--- src/rtl/mem_stage_ctrl_if.sv ---
// rtl/mem_stage_ctrl_if.sv - data memory request/ready bus between MEM stage controller and data memory
interface mem_stage_ctrl_if;
    logic        dmem_req;
    logic        dmem_we;
    logic [31:0] dmem_addr;
    logic [3:0]  dmem_be;
    logic [31:0] dmem_wdata;
    logic        dmem_ready;
    logic [31:0] dmem_rdata;

    modport master (
        output dmem_req,
        output dmem_we,
        output dmem_addr,
        output dmem_be,
        output dmem_wdata,
        input  dmem_ready,
        input  dmem_rdata
    );

    modport slave (
        input  dmem_req,
        input  dmem_we,
        input  dmem_addr,
        input  dmem_be,
        input  dmem_wdata,
        output dmem_ready,
        output dmem_rdata
    );
endinterface

--- src/rtl/mem_stage_ctrl.sv ---
// rtl/mem_stage_ctrl.sv - RV32I MEM stage sequencer for a variable-latency data memory (optional MEM_TIMEOUT_EN)
module mem_stage_ctrl #(
    parameter int TIMEOUT_CYCLES = 16,
    parameter int CNT_W          = 5
) (
    input  logic                    clk,
    input  logic                    reset,
    input  logic                    MEM_cntl_MemRead,
    input  logic                    MEM_cntl_MemWrite,
    input  logic [2:0]              MEM_funct,
    input  logic [31:0]             MEM_ALUResult,
    input  logic [31:0]             MEM_WriteMemData,
    mem_stage_ctrl_if.master        dmem,
    output logic [31:0]             MEM_ReadData,
    output logic                    stall_mem,
    output logic                    wb_bubble,
    output logic                    misaligned,
    output logic                    bus_error
);

    if (TIMEOUT_CYCLES < 1 || (2 ** CNT_W) <= TIMEOUT_CYCLES) begin : gBadParams
        $error("mem_stage_ctrl: TIMEOUT_CYCLES must be >= 1 and below 2**CNT_W");
    end

    typedef enum logic [1:0] {IDLE, BUSY, DONE} state_t;

    state_t      state;
    logic        access;
    logic        aligned;
    logic [3:0]  beNext;
    logic [31:0] wdataNext;
    logic [2:0]  latFunct;
    logic [1:0]  latLo;
    logic [31:0] readReg;

    // Select and extend the addressed byte/half/word of the returned memory word.
    function automatic logic [31:0] extractLoad(input logic [2:0] f, input logic [1:0] lo,
                                                input logic [31:0] rd);
        logic [7:0]  b;
        logic [15:0] h;
        b = rd[7:0];
        case (lo)
            2'd1:    b = rd[15:8];
            2'd2:    b = rd[23:16];
            2'd3:    b = rd[31:24];
            default: b = rd[7:0];
        endcase
        h = lo[1] ? rd[31:16] : rd[15:0];
        case (f[1:0])
            2'b00:   extractLoad = f[2] ? {24'd0, b} : {{24{b[7]}}, b};
            2'b01:   extractLoad = f[2] ? {16'd0, h} : {{16{h[15]}}, h};
            default: extractLoad = rd;
        endcase
    endfunction

    // Decode access, alignment, byte enables and lane-replicated store data; 011/110/111 fall into the word size.
    always_comb begin
        access    = MEM_cntl_MemRead | MEM_cntl_MemWrite;
        aligned   = 1'b1;
        beNext    = 4'b1111;
        wdataNext = MEM_WriteMemData;
        case (MEM_funct[1:0])
            2'b00: begin
                beNext    = 4'b0001 << MEM_ALUResult[1:0];
                wdataNext = {4{MEM_WriteMemData[7:0]}};
            end
            2'b01: begin
                aligned   = ~MEM_ALUResult[0];
                beNext    = MEM_ALUResult[1] ? 4'b1100 : 4'b0011;
                wdataNext = {2{MEM_WriteMemData[15:0]}};
            end
            default: begin
                aligned   = (MEM_ALUResult[1:0] == 2'b00);
            end
        endcase
    end

    // Stall and misalignment are decided in the same cycle the instruction sits in MEM.
    always_comb begin
        stall_mem    = ((state == IDLE) && access && aligned) || (state == BUSY);
        wb_bubble    = stall_mem;
        misaligned   = ~reset && (state == IDLE) && access && ~aligned;
        MEM_ReadData = misaligned ? 32'd0 : readReg;
    end

`ifdef MEM_TIMEOUT_EN
    logic [CNT_W-1:0] waitCnt;
    logic             busErr;

    assign bus_error = busErr;
`else
    assign bus_error = 1'b0;
`endif

    // Request sequencing: latch the access in IDLE, hold the request in BUSY, publish the result in DONE.
    always_ff @(posedge clk) begin
        if (reset) begin
            state           <= IDLE;
            dmem.dmem_req   <= 1'b0;
            dmem.dmem_we    <= 1'b0;
            dmem.dmem_addr  <= 32'd0;
            dmem.dmem_be    <= 4'd0;
            dmem.dmem_wdata <= 32'd0;
            latFunct        <= 3'd0;
            latLo           <= 2'd0;
            readReg         <= 32'd0;
`ifdef MEM_TIMEOUT_EN
            waitCnt         <= '0;
            busErr          <= 1'b0;
`endif
        end else begin
            case (state)
                IDLE: begin
                    if (access && aligned) begin
                        dmem.dmem_req   <= 1'b1;
                        dmem.dmem_we    <= MEM_cntl_MemWrite;
                        dmem.dmem_addr  <= {MEM_ALUResult[31:2], 2'b00};
                        dmem.dmem_be    <= beNext;
                        dmem.dmem_wdata <= wdataNext;
                        latFunct        <= MEM_funct;
                        latLo           <= MEM_ALUResult[1:0];
`ifdef MEM_TIMEOUT_EN
                        waitCnt         <= '0;
`endif
                        state           <= BUSY;
                    end else if (access) begin
                        readReg <= 32'd0;
                    end
                end
                BUSY: begin
                    if (dmem.dmem_ready) begin
                        dmem.dmem_req <= 1'b0;
                        readReg       <= dmem.dmem_we ? 32'd0
                                                      : extractLoad(latFunct, latLo, dmem.dmem_rdata);
                        state         <= DONE;
                    end
`ifdef MEM_TIMEOUT_EN
                    else if (waitCnt == CNT_W'(TIMEOUT_CYCLES - 1)) begin
                        dmem.dmem_req <= 1'b0;
                        readReg       <= 32'd0;
                        busErr        <= 1'b1;
                        state         <= DONE;
                    end else begin
                        waitCnt <= waitCnt + 1'b1;
                    end
`endif
                end
                DONE: begin
`ifdef MEM_TIMEOUT_EN
                    busErr <= 1'b0;
`endif
                    state  <= IDLE;
                end
                default: state <= IDLE;
            endcase
        end
    end

endmodule

--- src/flat_wrapper.sv ---
// flat-port wrapper written by rule: the top's interface ports become plain ports
module mem_stage_ctrl_flat 
#(
    parameter int TIMEOUT_CYCLES = 16,
    parameter int CNT_W          = 5
)
  (clk, reset, MEM_cntl_MemRead, MEM_cntl_MemWrite, MEM_funct, MEM_ALUResult, MEM_WriteMemData, MEM_ReadData, stall_mem, wb_bubble, misaligned, bus_error, dmem_dmem_req, dmem_dmem_we, dmem_dmem_addr, dmem_dmem_be, dmem_dmem_wdata, dmem_dmem_ready, dmem_dmem_rdata);
  mem_stage_ctrl_if dmem_i ();
  input  logic clk;
  input  logic reset;
  input  logic MEM_cntl_MemRead;
  input  logic MEM_cntl_MemWrite;
  input  logic [2:0] MEM_funct;
  input  logic [31:0] MEM_ALUResult;
  input  logic [31:0] MEM_WriteMemData;
  output logic [31:0] MEM_ReadData;
  output logic stall_mem;
  output logic wb_bubble;
  output logic misaligned;
  output logic bus_error;
  output wire logic [$bits(dmem_i.dmem_req)-1:0] dmem_dmem_req;
  output wire logic [$bits(dmem_i.dmem_we)-1:0] dmem_dmem_we;
  output wire logic [$bits(dmem_i.dmem_addr)-1:0] dmem_dmem_addr;
  output wire logic [$bits(dmem_i.dmem_be)-1:0] dmem_dmem_be;
  output wire logic [$bits(dmem_i.dmem_wdata)-1:0] dmem_dmem_wdata;
  input wire logic [$bits(dmem_i.dmem_ready)-1:0] dmem_dmem_ready;
  input wire logic [$bits(dmem_i.dmem_rdata)-1:0] dmem_dmem_rdata;
  assign dmem_dmem_req = dmem_i.dmem_req;
  assign dmem_dmem_we = dmem_i.dmem_we;
  assign dmem_dmem_addr = dmem_i.dmem_addr;
  assign dmem_dmem_be = dmem_i.dmem_be;
  assign dmem_dmem_wdata = dmem_i.dmem_wdata;
  assign dmem_i.dmem_ready = dmem_dmem_ready;
  assign dmem_i.dmem_rdata = dmem_dmem_rdata;
  mem_stage_ctrl #(.TIMEOUT_CYCLES(TIMEOUT_CYCLES), .CNT_W(CNT_W)) u_core (.clk(clk), .reset(reset), .MEM_cntl_MemRead(MEM_cntl_MemRead), .MEM_cntl_MemWrite(MEM_cntl_MemWrite), .MEM_funct(MEM_funct), .MEM_ALUResult(MEM_ALUResult), .MEM_WriteMemData(MEM_WriteMemData), .dmem(dmem_i), .MEM_ReadData(MEM_ReadData), .stall_mem(stall_mem), .wb_bubble(wb_bubble), .misaligned(misaligned), .bus_error(bus_error));
endmodule
--- config.mk ---
export PLATFORM = sky130hd
export DESIGN_NAME = mem_stage_ctrl_flat
export DESIGN_NICKNAME = d
export VERILOG_FILES = /design/src/rtl/mem_stage_ctrl_if.sv /design/src/rtl/mem_stage_ctrl.sv /design/src/flat_wrapper.sv
export SDC_FILE = /design/constraint.sdc
export NUM_CORES = 1
export LEC_CHECK = 0
export CAP_MARGIN = 5
export CORE_MARGIN = 2
export CORE_UTILIZATION = 30
export DETAILED_ROUTE_END_ITERATION = 7
export HOLD_SLACK_MARGIN = 0.02
export SYNTH_ARGS = -nofsm -noshare
export SYNTH_HDL_FRONTEND = slang
export SYNTH_SLANG_ARGS = --single-unit
--- constraint.sdc ---
create_clock -name clk -period 3.3 [get_ports clk]
set_clock_uncertainty 0.2 [all_clocks]
set_input_delay 0.66 -clock clk [delete_from_list [all_inputs] [get_ports clk]]
set_output_delay 0.66 -clock clk [all_outputs]
set_load 0.005 [all_outputs]
; Word level (Yosys, flattened, before mapping)
; Cells that the tools add are included.
[classes]
muxes = 21
bitwise = 4
n_eq_ne = 10
div_mod_pow = 0
n_lt_le_gt_ge = 0
n_shift = 1
n_mul = 0
addsub = 0
n_reduce_logical = 16
[op_table]
columns = cell, n
row1 = 32-bit 2-to-1 mux, 7
row2 = 32-bit case mux with 2 select lines, 3
row3 = 8-bit case mux with 3 select lines, 1
row4 = 16-bit 2-to-1 mux, 1
row5 = "2-bit by 1-bit == test with 1-bit output, second input constant", 4
row6 = 2-bit zero test, 4
row7 = 4-bit case mux with 2 select lines, 1
row8 = 1-bit logical AND, 6
row9 = "2-bit inequality test, second input constant", 3
row10 = "2-bit == test, second input constant", 2
row11 = 2-bit 2-to-1 mux, 2
row12 = 4-bit 2-to-1 mux, 1
row13 = 1-bit case mux with 2 select lines, 2
row14 = 2-bit case mux with 2 select lines, 1
row15 = 2-bit AND reduction, 2
row16 = 4-bit AND reduction, 1
row17 = "1-bit by 2-bit left shift with 4-bit output, first input constant", 1
row18 = 1-bit NOT, 3
row19 = 3-bit AND reduction, 1
row20 = 1-bit 2-to-1 mux, 2
row21 = "2-bit by 1-bit inequality test with 1-bit output, second input constant", 1
row22 = 2-bit nonzero test, 1
row23 = 1-bit logical OR, 1
row24 = 1-bit bitwise OR, 1
[totals]
latch_bits = 0
n_memories = 0
ramBits = 0
rom_bits = 0
inputBits = 104
regBits = 107
out_inout_bits = 106

; Depth between registers and ports, before layout
; Gate-level depths: netlist of run 1.
[logic_depth]
ltp_word = 7
mapped_depth = 7
depth_no_buf = 4

; Worst setup path before layout of run 1
; Ideal clock, no wire load.
[synth_timing]
path_kind = input port to output port
from = in MEM_cntl_MemWrite
to = out wb_bubble
stages = 6
slack_ns = 0.480
arrival_time_ns = 1.960
cell_sequence = o21bai_1 > a2111o_1 > buf_2 > buf_1 > o21ai_0 > buf_4
[synth_via]
elab_chain_len = 4
[synth_lines]
columns = item, line
row1 = start: declaration, flat_wrapper.sv:12  ; input logic MEM_cntl_MemWrite;
row2 = 1-bit bitwise OR, mem_stage_ctrl.sv:58  ; access = MEM_cntl_MemRead | MEM_cntl_MemWrite;
row3 = 1-bit logical AND (2 in series), mem_stage_ctrl.sv:80  ; stall_mem = ((state == IDLE) && access && aligned) || (state == BUSY);
row4 = 1-bit logical OR, mem_stage_ctrl.sv:80
row5 = end: declaration, flat_wrapper.sv:18  ; output logic wb_bubble;
; Every way passes these cells.

; Worst setup path after layout of run 1
[layout_timing]
from = in MEM_cntl_MemRead
to = out MEM_ReadData[15]
[layout_via]
elab_chain_len = 4
[layout_lines]
columns = item, line
row1 = start: declaration, flat_wrapper.sv:11  ; input logic MEM_cntl_MemRead;
row2 = 1-bit bitwise OR, mem_stage_ctrl.sv:58
row3 = 1-bit logical AND (2 in series), mem_stage_ctrl.sv:82  ; misaligned = ~reset && (state == IDLE) && access && ~aligned;
row4 = 32-bit 2-to-1 mux, mem_stage_ctrl.sv:83  ; MEM_ReadData = misaligned ? 32'd0 : readReg;
row5 = end: declaration, flat_wrapper.sv:16  ; output logic [31:0] MEM_ReadData;
; Every way passes these cells.

==> flow_metrics.tcl, run 1 <==
set metrics [dict create \
    outcome "complete, but fails checks" \
    violations "negative setup slack" \
    seq_area_mm2 0.00214 \
    r2r-start "u_core.state[1]$_SDFFE_PP0P_" \
    clock.fmax_mhz 303 \
    start_kind "input pin" \
    n_fill_cell 1534 \
    dp_cells 968 \
    cp-end-kind "output pin" \
    layout_setup_ws_ns -0.00222 \
    path_max_fanout 5 \
    nets 873 \
    ys_ff_latch 107 \
    coreArea_mm2 0.0157 \
    hold_class "reg2reg" \
    cts_tree "yes" \
    gp_congestion 0.847 \
    syn_avg_cell_area_um2 8.25 \
    initial_core_util_pct 30.3 \
    critical_path_buf_inv_count 3 \
    synthCells 578 \
    io_pins 210 \
    reg2reg_depth 6 \
    slew_violations 0 \
    drc_errors 0 \
    antenna_found_initial 0 \
    grt_usage_pct 19.5 \
    yosys_warnings 0 \
    multi_input_area_mm2 0.00239 \
    synth_cell_types 42 \
    power_density_mw_per_mm2 433 \
    root_buffer "clkbuf_16" \
    p_total_mw 3.22 \
    tightest_slew_ns 1.12 \
    grt_max_degree 78 \
    period_minus_slack_ns 3.30 \
    area_delta_synth_final_pct 56.1 \
    wl_um 16500 \
    cp_slowest_stage_delay_ns 0.52 \
    gr-total-overflow 0 \
    routedWlPerCell_um 16.7 \
    min_from "u_core.dmem.dmem_addr[31]$_SDFFE_PP0P_" \
    cts.clk_slew.worst_paths_ns 0.08 \
    row_count 46 \
    dr.pass1.iters 4 \
    slew_headroom_pct 24.8 \
    port_buffers 206 \
    syn_area_mm2 0.00477 \
    place.detailed.hpwl_um 11800 \
    grt_pass1_wl_um 25500 \
    cts_sinks 107 \
    ys_seq_area_share_pct 44.9 \
    vdd_drop_max_mv 0.285 \
    crit_top_cell "clkdlybuf4s50_1" \
    clk_latency_ns 0.36 \
    layout-drive-gt1-share_pct 6.59 \
    worstSetupPathType "in2out" \
    die_area_mm2 0.0169 \
    period_share_pct 100 \
    worstPathCellList "clkdlybuf4s50_1 -> o21bai_4 -> nor4_4 -> bufbuf_16 -> and2b_1 -> clkdlybuf4s50_1" \
    postRouteAntennaNets 0 \
    cp_slowest_cell "clkdlybuf4s50_1" \
    cts_buffers 9 \
    p_leak_nw 2.77 \
    rrSetupSlack_ns 1.01 \
    vias 4824 \
    min_to "u_core.dmem.dmem_addr[31]$_SDFFE_PP0P_" \
    cts_max_level 3 \
    die_h_um 130 \
    initialDrtViolationCount 270 \
    hold_viol 0 \
    ctsLongestPathBuffers 2 \
    crit_family "buffers and inverters" \
    critPathArrivalTime_ns 2.44 \
    min_path_cells 2 \
    cp_data_required_time_ns 2.44 \
    grt_pass1_vias 4743 \
    maxCapViolCount 0 \
    die_w_um 130 \
    stdcell_count 990 \
    timing.rr.end "u_core.readReg[24]$_SDFFE_PP0P_" \
    diodes 0 \
    via_per_inst 4.87 \
    rsz0062_at_grt "true" \
    finalSetupViolCount 1 \
]
metrics by stage:
stage / hold WS (ns) / setup slack, ns / area [um^2] / TNS [ns] / utilization [%]
after floorplan: 0.225 / 0.480 / 4770 / 0 / -
after global placement: 0.241 / -0.162 / 7050 / -1.56 / 44.9
after detailed placement: 0.244 / -0.196 / 7050 / -2.98 / 44.9
after CTS: 0.259 / 0.00892 / 7440 / 0 / 47.3
after global routing: 0.276 / -0.0777 / 7440 / -0.210 / 47.3
final: 0.255 / -0.00222 / 7440 / -0.00222 / 47.3
tightest hold or removal path, stage by stage (launching register included):
cell	delay, ns
dfxtp_1	0.31
nand2_1	0.05
a21oi_1	0.05
cells in the final DEF (no fill, tap or decap), types with 3 or more instances in the layout:
cell               n
clkdlybuf4s50_1  198
nand2_1          128
dfxtp_1          107
a21oi_1           80
nor2b_1           30
nor2_1            25
mux2i_1           24
buf_4             21
o2bb2ai_1         19
o211ai_1          15
o21ai_0           13
inv_1             12
a311oi_1          11
a211oi_1           9
clkbuf_16          9
o32ai_1            7
a22o_1             7
a32o_1             6
dlygate4sd2_1      5
clkinvlp_4         4
and2b_1            3
nand2b_1           3
conb_1             3
worst max path at each step:
stage	startpoint	to	slack [ns]	cells past startpoint
after floorplan	MEM_cntl_MemWrite	wb_bubble	0.48	6
after CTS	MEM_cntl_MemWrite	MEM_ReadData[15]	0.009	6
after detailed placement	MEM_ALUResult[1]	MEM_ReadData[15]	-0.20	7
after global placement	MEM_ALUResult[0]	MEM_ReadData[2]	-0.16	7
final	MEM_cntl_MemRead	MEM_ReadData[15]	-0.002	6
after global routing	MEM_cntl_MemRead	MEM_ReadData[15]	-0.08	6
cell type report:
cell class / instances / share of cell area [%]
clock buffers: 9 / 3.03
clock inverters: 7 / 0.992
inverters: 13 / 0.656
multi-input cells: 407 / 32.1
flip-flops and latches: 107 / 28.8
well taps: 216 / 3.63
repair buffers: 231 / 30.8
flip-flops by register name, summed over array words and instances, names as in the netlist:
register                flops
u_core.dmem.dmem_req        1
u_core.readReg             32
u_core.latLo                2
u_core.dmem.dmem_we         1
u_core.dmem.dmem_addr      30
u_core.dmem.dmem_wdata     32
u_core.latFunct             3
u_core.dmem.dmem_be         4
u_core.state                2
what timing repair did:
| action | CTS | global route |
|---|---|---|
| cloned | 3 | 0 |
| gates resized for setup | 9 | 3 |
| setup endpoints to repair | 35 | 23 |
| hold endpoints to repair | 0 | 0 |
| hold buffers | 0 | 0 |
| buffers inserted | 4 | 0 |
| pin swaps | 3 | 0 |
Yosys cell counts (all sizes together):
master	count	area share, %
nand2	128	10
dfxtp	107	45
a21oi	81	8.5
clkbuf	36	2.8
nor2b	30	3.9
nor2	26	2.0
mux2i	24	5.0
o2bb2ai	19	3.5
buf	17	1.9
o211ai	15	2.4
o21ai	14	1.5
inv	12	0.94
a311oi	11	2.0
a211oi	9	1.4
a22o	7	1.3
o32ai	7	1.3
a32o	6	1.3
and2b	3	0.47
nand2b	3	0.39
and2	2	0.26
nor3b	2	0.31
o21bai	2	0.31
a2111o	1	0.24
a2111oi	1	0.58
clkinv	1	0.079
conb	1	0.079
mux4	1	0.47
nand3	1	0.10
nand3b	1	0.16
nor3	1	0.10
nor4	1	0.13
nor4b	1	0.18
o2111ai	1	0.18
o21a	1	0.16
o221ai	1	0.18
o22a	1	0.18
o41ai	1	0.18
or3	1	0.13
or3b	1	0.18
cells by family after synthesis:
| kind of cell | after synthesis | share of synthesized area [%] |
|---|---|---|
| AND/OR/NAND/NOR | 201 | 18.5 |
| other | 1 | 0.0787 |
| flip-flops | 107 | 44.9 |
| multiplexers | 25 | 5.51 |
| buffers and inverters | 66 | 5.77 |
| AO/OA/AOI/OAI | 178 | 25.2 |
metal layers:
| metal | track usage [%] | up-vias | wire length, um |
|---|---|---|---|
| met1 | 24.0 | 2241 | 7110 |
| met5 | 0 | - | 0 |
| li1 | - | 2396 | - |
| met3 | 7.22 | 22 | 1410 |
| met4 | 7.27 | 0 | 420 |
| met2 | 31.1 | 165 | 7580 |
power breakdown:
part           total, mW  switching, mW  internal, mW
sequential          1.43         0.0536          1.38
clock               1.07          0.541         0.530
combinational      0.719          0.333         0.387
(Power assumes the default switching activity.)
==> inputs of run 2 (changes only) <==
--- a/config.mk
+++ b/config.mk
@@ -8,8 +8,10 @@
 export CAP_MARGIN = 5
 export CORE_MARGIN = 2
 export CORE_UTILIZATION = 30
+export CTS_BUF_LIST = sky130_fd_sc_hd__clkbuf_4 sky130_fd_sc_hd__clkbuf_8
 export DETAILED_ROUTE_END_ITERATION = 7
 export HOLD_SLACK_MARGIN = 0.02
+export SLEW_MARGIN = 30
 export SYNTH_ARGS = -nofsm -noshare
 export SYNTH_HDL_FRONTEND = slang
 export SYNTH_SLANG_ARGS = --single-unit
==> run 2 against run 1 <==
The flow now finishes without violations. Register-to-register slack worse by 0.02 ns. Cell count unchanged. Via count down 0.87%. Die area is the same. Sequential share of layout area is 0.37 points higher. Setup slack gained 0.073 ns. Sequential power hardly changed. Flip-flop and latch count stayed put. Largest cell class unchanged.
==> flow_metrics.tcl, run 2 (same netlist as run 1, synthesis figures left out) <==
set metrics [dict create \
    outcome "complete, no violations" \
    cts_max_level 3 \
    min_path_cells 2 \
    min_to "u_core.dmem.dmem_addr[31]$_SDFFE_PP0P_" \
    gr-total-overflow 0 \
    hold_viol 0 \
    worstPathCellList "clkdlybuf4s50_1 -> o21bai_2 -> nor4_4 -> buf_4 -> buf_8 -> nor2b_1 -> clkdlybuf4s50_1" \
    clk_latency_ns 0.40 \
    initialDrtViolationCount 225 \
    area_delta_synth_final_pct 54.1 \
    final_common_cell "clkdlybuf4s50_1" \
    ctsHoldBuffers 0 \
    postRouteAntennaNets 0 \
    die_h_um 130 \
    finalSetupViolCount 0 \
    maxCapViolCount 0 \
    place_ws_ns -0.197 \
    die_area_mm2 0.0169 \
    cp_data_required_time_ns 2.44 \
    routed-wl-met3_um 1450 \
    gp_congestion 0.847 \
    cts_buffers 9 \
    hold_class "reg2reg" \
    ctsLongestPathBuffers 2 \
    cp-end-kind "output pin" \
    wl_met2_um 7780 \
    wl_um 16500 \
    timing.rr.end "u_core.readReg[30]$_SDFFE_PP0P_" \
    crit_family "buffers and inverters" \
    critPathArrivalTime_ns 2.37 \
    tightest_slew_ns 0.971 \
    diodes 0 \
    grt_usage_pct 19.3 \
    clock.fmax_mhz 310 \
    fin_hold_ws_ns 0.264 \
    top_layer "met4" \
    path_max_fanout 8 \
    grt_pass1_wl_um 25300 \
    dr.pass1.iters 5 \
    slew_violations 0 \
    die_w_um 130 \
    n_fill_cell 1554 \
    final_cell_mix "197 x clkdlybuf4s50_1, 128 x nand2_1, 107 x dfxtp_1" \
    vias 4782 \
    io_pins 210 \
    top_regs "u_core.dmem.dmem_wdata (32), u_core.readReg (32), u_core.dmem.dmem_addr (30)" \
    period_minus_slack_ns 3.23 \
    slew_headroom_pct 35.2 \
    via_per_inst 4.83 \
    period_share_pct 97.9 \
    vdd_drop_max_mv 0.342 \
    cp_slowest_cell "clkdlybuf4s50_1" \
    initial_core_util_pct 30.3 \
    place.detailed.hpwl_um 11900 \
    critical_path_buf_inv_count 4 \
    worstSetupPathType "in2out" \
    grt_max_degree 78 \
    start_kind "input pin" \
    power_density_mw_per_mm2 404 \
    cts_tree "yes" \
    layout-drive-gt1-share_pct 6.72 \
    utilization_pct 46.8 \
    routedWlPerCell_um 16.7 \
    coreArea_mm2 0.0157 \
    rrSetupSlack_ns 0.99 \
    nets 873 \
    reg2reg_depth 6 \
    m1WireLength_um 6870 \
    cts.clk_slew.worst_paths_ns 0.12 \
    antenna_found_initial 0 \
    min_from "u_core.dmem.dmem_addr[31]$_SDFFE_PP0P_" \
    rsz0062_at_grt "true" \
    root_buffer "clkbuf_8" \
    drc_errors 0 \
    p_leak_nw 2.76 \
    row_count 46 \
    cp_slowest_stage_delay_ns 0.48 \
    grt_pass1_vias 4776 \
    crit_top_cell "clkdlybuf4s50_1" \
    port_buffers 206 \
    r2r-start "u_core.state[1]$_SDFFE_PP0P_" \
    cts_sinks 107 \
    finalSetupTns_ns 0 \
    layout_setup_ws_ns 0.0705 \
]
## run 2: cell count changes in the layout (fill, tap and decap cells not counted), sizes merged
cell,before,now
clkdlybuf4s50,198,197
dlygate4sd2,5,4
clkinvlp,4,0
dlymetal6s2s,2,4
clkbuf,9,10
bufbuf,1,0
clkinv,3,7
## run 2: metal layers
metal / up-vias / global-route usage [%]
met5: - / 0
met4: 0 / 7.53
met3: 24 / 7.63
met2: 175 / 30.9
met1: 2178 / 23.4
li1: 2405 / -
## run 2: report_power, final
part           internal (mW)  total, mW  leakage, nW  switching, mW
Sequential              1.38       1.43        0.875         0.0526
Clock                  0.300      0.825        0.102          0.525
Combinational          0.384      0.717         1.79          0.333
## run 2: tightest hold or removal path, delay by kind of cell (launching register included)
kind / cells / cell delay [ns]
compound gates: 1 / 0.05
flops: 1 / 0.33
simple gates: 1 / 0.05
## run 2: final cells by class
| type | count | area, um^2 | area share [%] |
|---|---|---|---|
| multi-input cells | 407 | 2390 | 32.5 |
| repair buffers | 231 | 2290 | 31.2 |
| flip-flops and latches | 107 | 2140 | 29.2 |
| well taps | 216 | 270 | 3.68 |
| clock buffers | 9 | 124 | 1.69 |
| clock inverters | 7 | 83.8 | 1.14 |
| inverters | 13 | 48.8 | 0.664 |
## run 2: worst max path at each step
stage	startpoint	to	slack (ns)	depth (start not counted)
floorplan	MEM_cntl_MemWrite	wb_bubble	0.48	6
global placement	MEM_ALUResult[0]	MEM_ReadData[2]	-0.16	7
detailed placement	MEM_ALUResult[1]	MEM_ReadData[15]	-0.20	7
CTS	MEM_cntl_MemWrite	MEM_ReadData[15]	0.009	6
global route	MEM_cntl_MemRead	MEM_ReadData[21]	-0.01	6
finish	MEM_cntl_MemRead	MEM_ReadData[22]	0.07	7
## run 2: stage by stage
stage | cells | instance area, um^2 | total power, mW
4_1_cts | 991 | 7350 | 3.01
3_3_place_gp | 968 | 7050 | 2.15
6_report | 990 | 7350 | 2.97
3_5_place_dp | 968 | 7060 | 2.16
5_1_grt | 990 | 7350 | 3.13
2_1_floorplan | 580 | 4770 | 1.76
## run 2: what timing repair did
item / CTS / global route
setup endpoints to repair: 35 / 19
gates cloned: 3 / 0
setup buffers: 4 / 0
pin swaps: 3 / 0
resized for setup: 8 / 6
==> inputs of run 3 (changes only) <==
--- a/config.mk
+++ b/config.mk
@@ -6,11 +6,13 @@
 export NUM_CORES = 1
 export LEC_CHECK = 0
 export CAP_MARGIN = 5
+export CORE_ASPECT_RATIO = 1.1
 export CORE_MARGIN = 2
-export CORE_UTILIZATION = 30
+export CORE_UTILIZATION = 43
 export CTS_BUF_LIST = sky130_fd_sc_hd__clkbuf_4 sky130_fd_sc_hd__clkbuf_8
 export DETAILED_ROUTE_END_ITERATION = 7
 export HOLD_SLACK_MARGIN = 0.02
+export PLACE_DENSITY = 0.82
 export SLEW_MARGIN = 30
 export SYNTH_ARGS = -nofsm -noshare
 export SYNTH_HDL_FRONTEND = slang
==> constraint.sdc (replaced) <==
create_clock -name clk -period 3.3 [get_ports clk]
set_clock_uncertainty 0.2 [all_clocks]
set_input_delay 0.66 -clock clk [delete_from_list [all_inputs] [get_ports clk]]
set_output_delay 0.66 -clock clk [all_outputs]
set_load 0.1 [all_outputs]
==> run 3 against run 2 <==
Critical path depth shrank 1. Worst hold slack lost 0.0053 ns. Via count grew 3.2%. Setup slack gained 0.027 ns. Critical endpoint is now wb_bubble.
==> flow_metrics.tcl, run 3 (same netlist as run 1, synthesis figures left out) <==
set metrics [dict create \
    path_max_fanout 2 \
    area_delta_synth_final_pct 55.0 \
    n_fill_cell 886 \
    root_buffer "clkbuf_8" \
    wl_met2_um 7290 \
    maxCapViolCount 0 \
    tightest_slew_ns 0.873 \
    dr.pass1.iters 5 \
    wl_um 15400 \
    routed-wl-met3_um 1250 \
    die_h_um 114 \
    finalSetupViolCount 0 \
    slew_violations 0 \
    place_ws_ns 0.0694 \
    diodes 0 \
    switching_share_pct 41.1 \
    final_cell_mix "128 x nand2_1, 107 x dfxtp_1, 102 x clkdlybuf4s50_1" \
    grt_max_degree 78 \
    initialDrtViolationCount 342 \
    die_area_mm2 0.0119 \
    gp_congestion 0.896 \
    via_per_inst 5.39 \
    cts_sinks 107 \
    critPathArrivalTime_ns 2.34 \
    fin_hold_ws_ns 0.259 \
    internal_power_mw 2.06 \
    hold_viol 0 \
    vdd_drop_max_mv 0.315 \
    antenna_found_initial 0 \
    slew_headroom_pct 41.7 \
    period_minus_slack_ns 3.20 \
    outcome "complete, no violations" \
    vias 4934 \
    worstPathCellList "clkdlybuf4s50_1 -> o21a_1 -> buf_4 -> a2111o_2 -> o21ai_2 -> buf_12" \
    period_share_pct 97.0 \
    top_layer "met4" \
    cts_tree "yes" \
    cts_buffers 9 \
    final_common_cell "nand2_1" \
    coreArea_mm2 0.0109 \
    ctsLongestPathBuffers 2 \
    top_regs "u_core.dmem.dmem_wdata (32), u_core.readReg (32), u_core.dmem.dmem_addr (30)" \
    rsz0062_at_grt "false" \
    grt_pass1_vias 4864 \
    cts.clk_slew.worst_paths_ns 0.09 \
    initial_core_util_pct 43.9 \
    gr-total-overflow 0 \
    nets 870 \
    start_kind "input pin" \
    cts_max_level 3 \
    place.detailed.hpwl_um 11500 \
    routedWlPerCell_um 16.9 \
    cp_data_required_time_ns 2.44 \
    die_w_um 104 \
    p_sw_mw 1.44 \
    p_seq_share_pct 40.9 \
    p_clk_share_pct 20.9 \
    clock.fmax_mhz 312 \
    cp_slowest_cell "a2111o_2" \
    grt_usage_pct 25.7 \
    hold_class "reg2reg" \
    io_pins 210 \
    power_density_mw_per_mm2 473 \
    row_count 40 \
    m1WireLength_um 6340 \
    clk_latency_ns 0.38 \
    layout_setup_ws_ns 0.0977 \
    comb_power_share_pct 38.1 \
    cp_slowest_stage_delay_ns 0.47 \
    p_leak_nw 2.95 \
    port_buffers 206 \
    drc_errors 0 \
    cp-end-kind "output pin" \
    layout-drive-gt1-share_pct 21.7 \
    postRouteAntennaNets 0 \
    worstSetupPathType "in2out" \
    grt_pass1_wl_um 24700 \
]
==> run 3: cell count changes in the layout (fill, tap and decap cells not counted), moves of 3 or more <==
cell,before,now
dlygate4sd2_1,4,0
clkdlybuf4s50_1,197,102
dlymetal6s2s_1,4,0
nor2b_1,30,12
clkinv_8,3,0
buf_12,1,36
nor2b_2,0,18
buf_4,21,87
==> run 3: power by group through the flow <==
stage | Clock [mW] | Combinational [mW] | Sequential, mW
2_1_floorplan | 0 | 0.448 | 1.92
3_3_place_gp | 0 | 1.31 | 1.45
3_5_place_dp | 0 | 1.33 | 1.46
4_1_cts | 0.737 | 1.33 | 1.43
5_1_grt | 0.791 | 1.39 | 1.44
6_report | 0.732 | 1.33 | 1.43
==> run 3: critical path: cells and delay by family <==
kind | cells | cell delay (ns)
buffers and inverters | 3 | 0.82
AOI/OAI and AO/OA | 3 | 0.85
==> run 3: per-layer routing <==
metal,vias up,global-route usage (%)
met5,-,0
met4,0,13.4
met3,38,6.32
met2,216,42.1
met1,2293,31.5
li1,2387,-
==> run 3: layout make-up <==
class / count / area, um^2 / area share (%)
multi-input cells: 407 / 2420 / 32.8
repair buffers: 228 / 2420 / 32.8
flip-flops and latches: 107 / 2140 / 29.0
well taps: 147 / 184 / 2.49
clock buffers: 10 / 138 / 1.86
inverters: 13 / 48.8 / 0.661
clock inverters: 4 / 28.8 / 0.390
==> run 3: worst paths after layout <==
path	slack, ns	cells after the start	to	start
setup / recovery	0.1	6	wb_bubble	MEM_ALUResult[0]
hold / removal	0.26	2	u_core.dmem.dmem_addr[11]$_SDFFE_PP0P_	u_core.dmem.dmem_addr[11]$_SDFFE_PP0P_
setup reg to reg	0.97	4	u_core.readReg[10]$_SDFFE_PP0P_	u_core.state[1]$_SDFFE_PP0P_
hold reg to reg	0.26	2	u_core.dmem.dmem_addr[11]$_SDFFE_PP0P_	u_core.dmem.dmem_addr[11]$_SDFFE_PP0P_
==> run 3: through the flow <==
step                      TNS (ns)  utilization [%]  cells  total power [mW]  instance area [um^2]
after floorplan              -4.71                -    580              2.37                  4820
after global placement           0             66.2    900              2.76                  7190
after detailed placement         0             66.3    900              2.79                  7200
after CTS                        0             67.8    914              3.50                  7360
after global routing             0             68.0    916              3.62                  7390
final                            0             68.0    916              3.50                  7390
==> run 3: what timing repair did <==
item,in CTS,in global routing
hold buffers,0,0
setup buffers,0,2
resized for setup,0,2
endpoints found under the setup margin,0,12
hold endpoints to repair,0,0
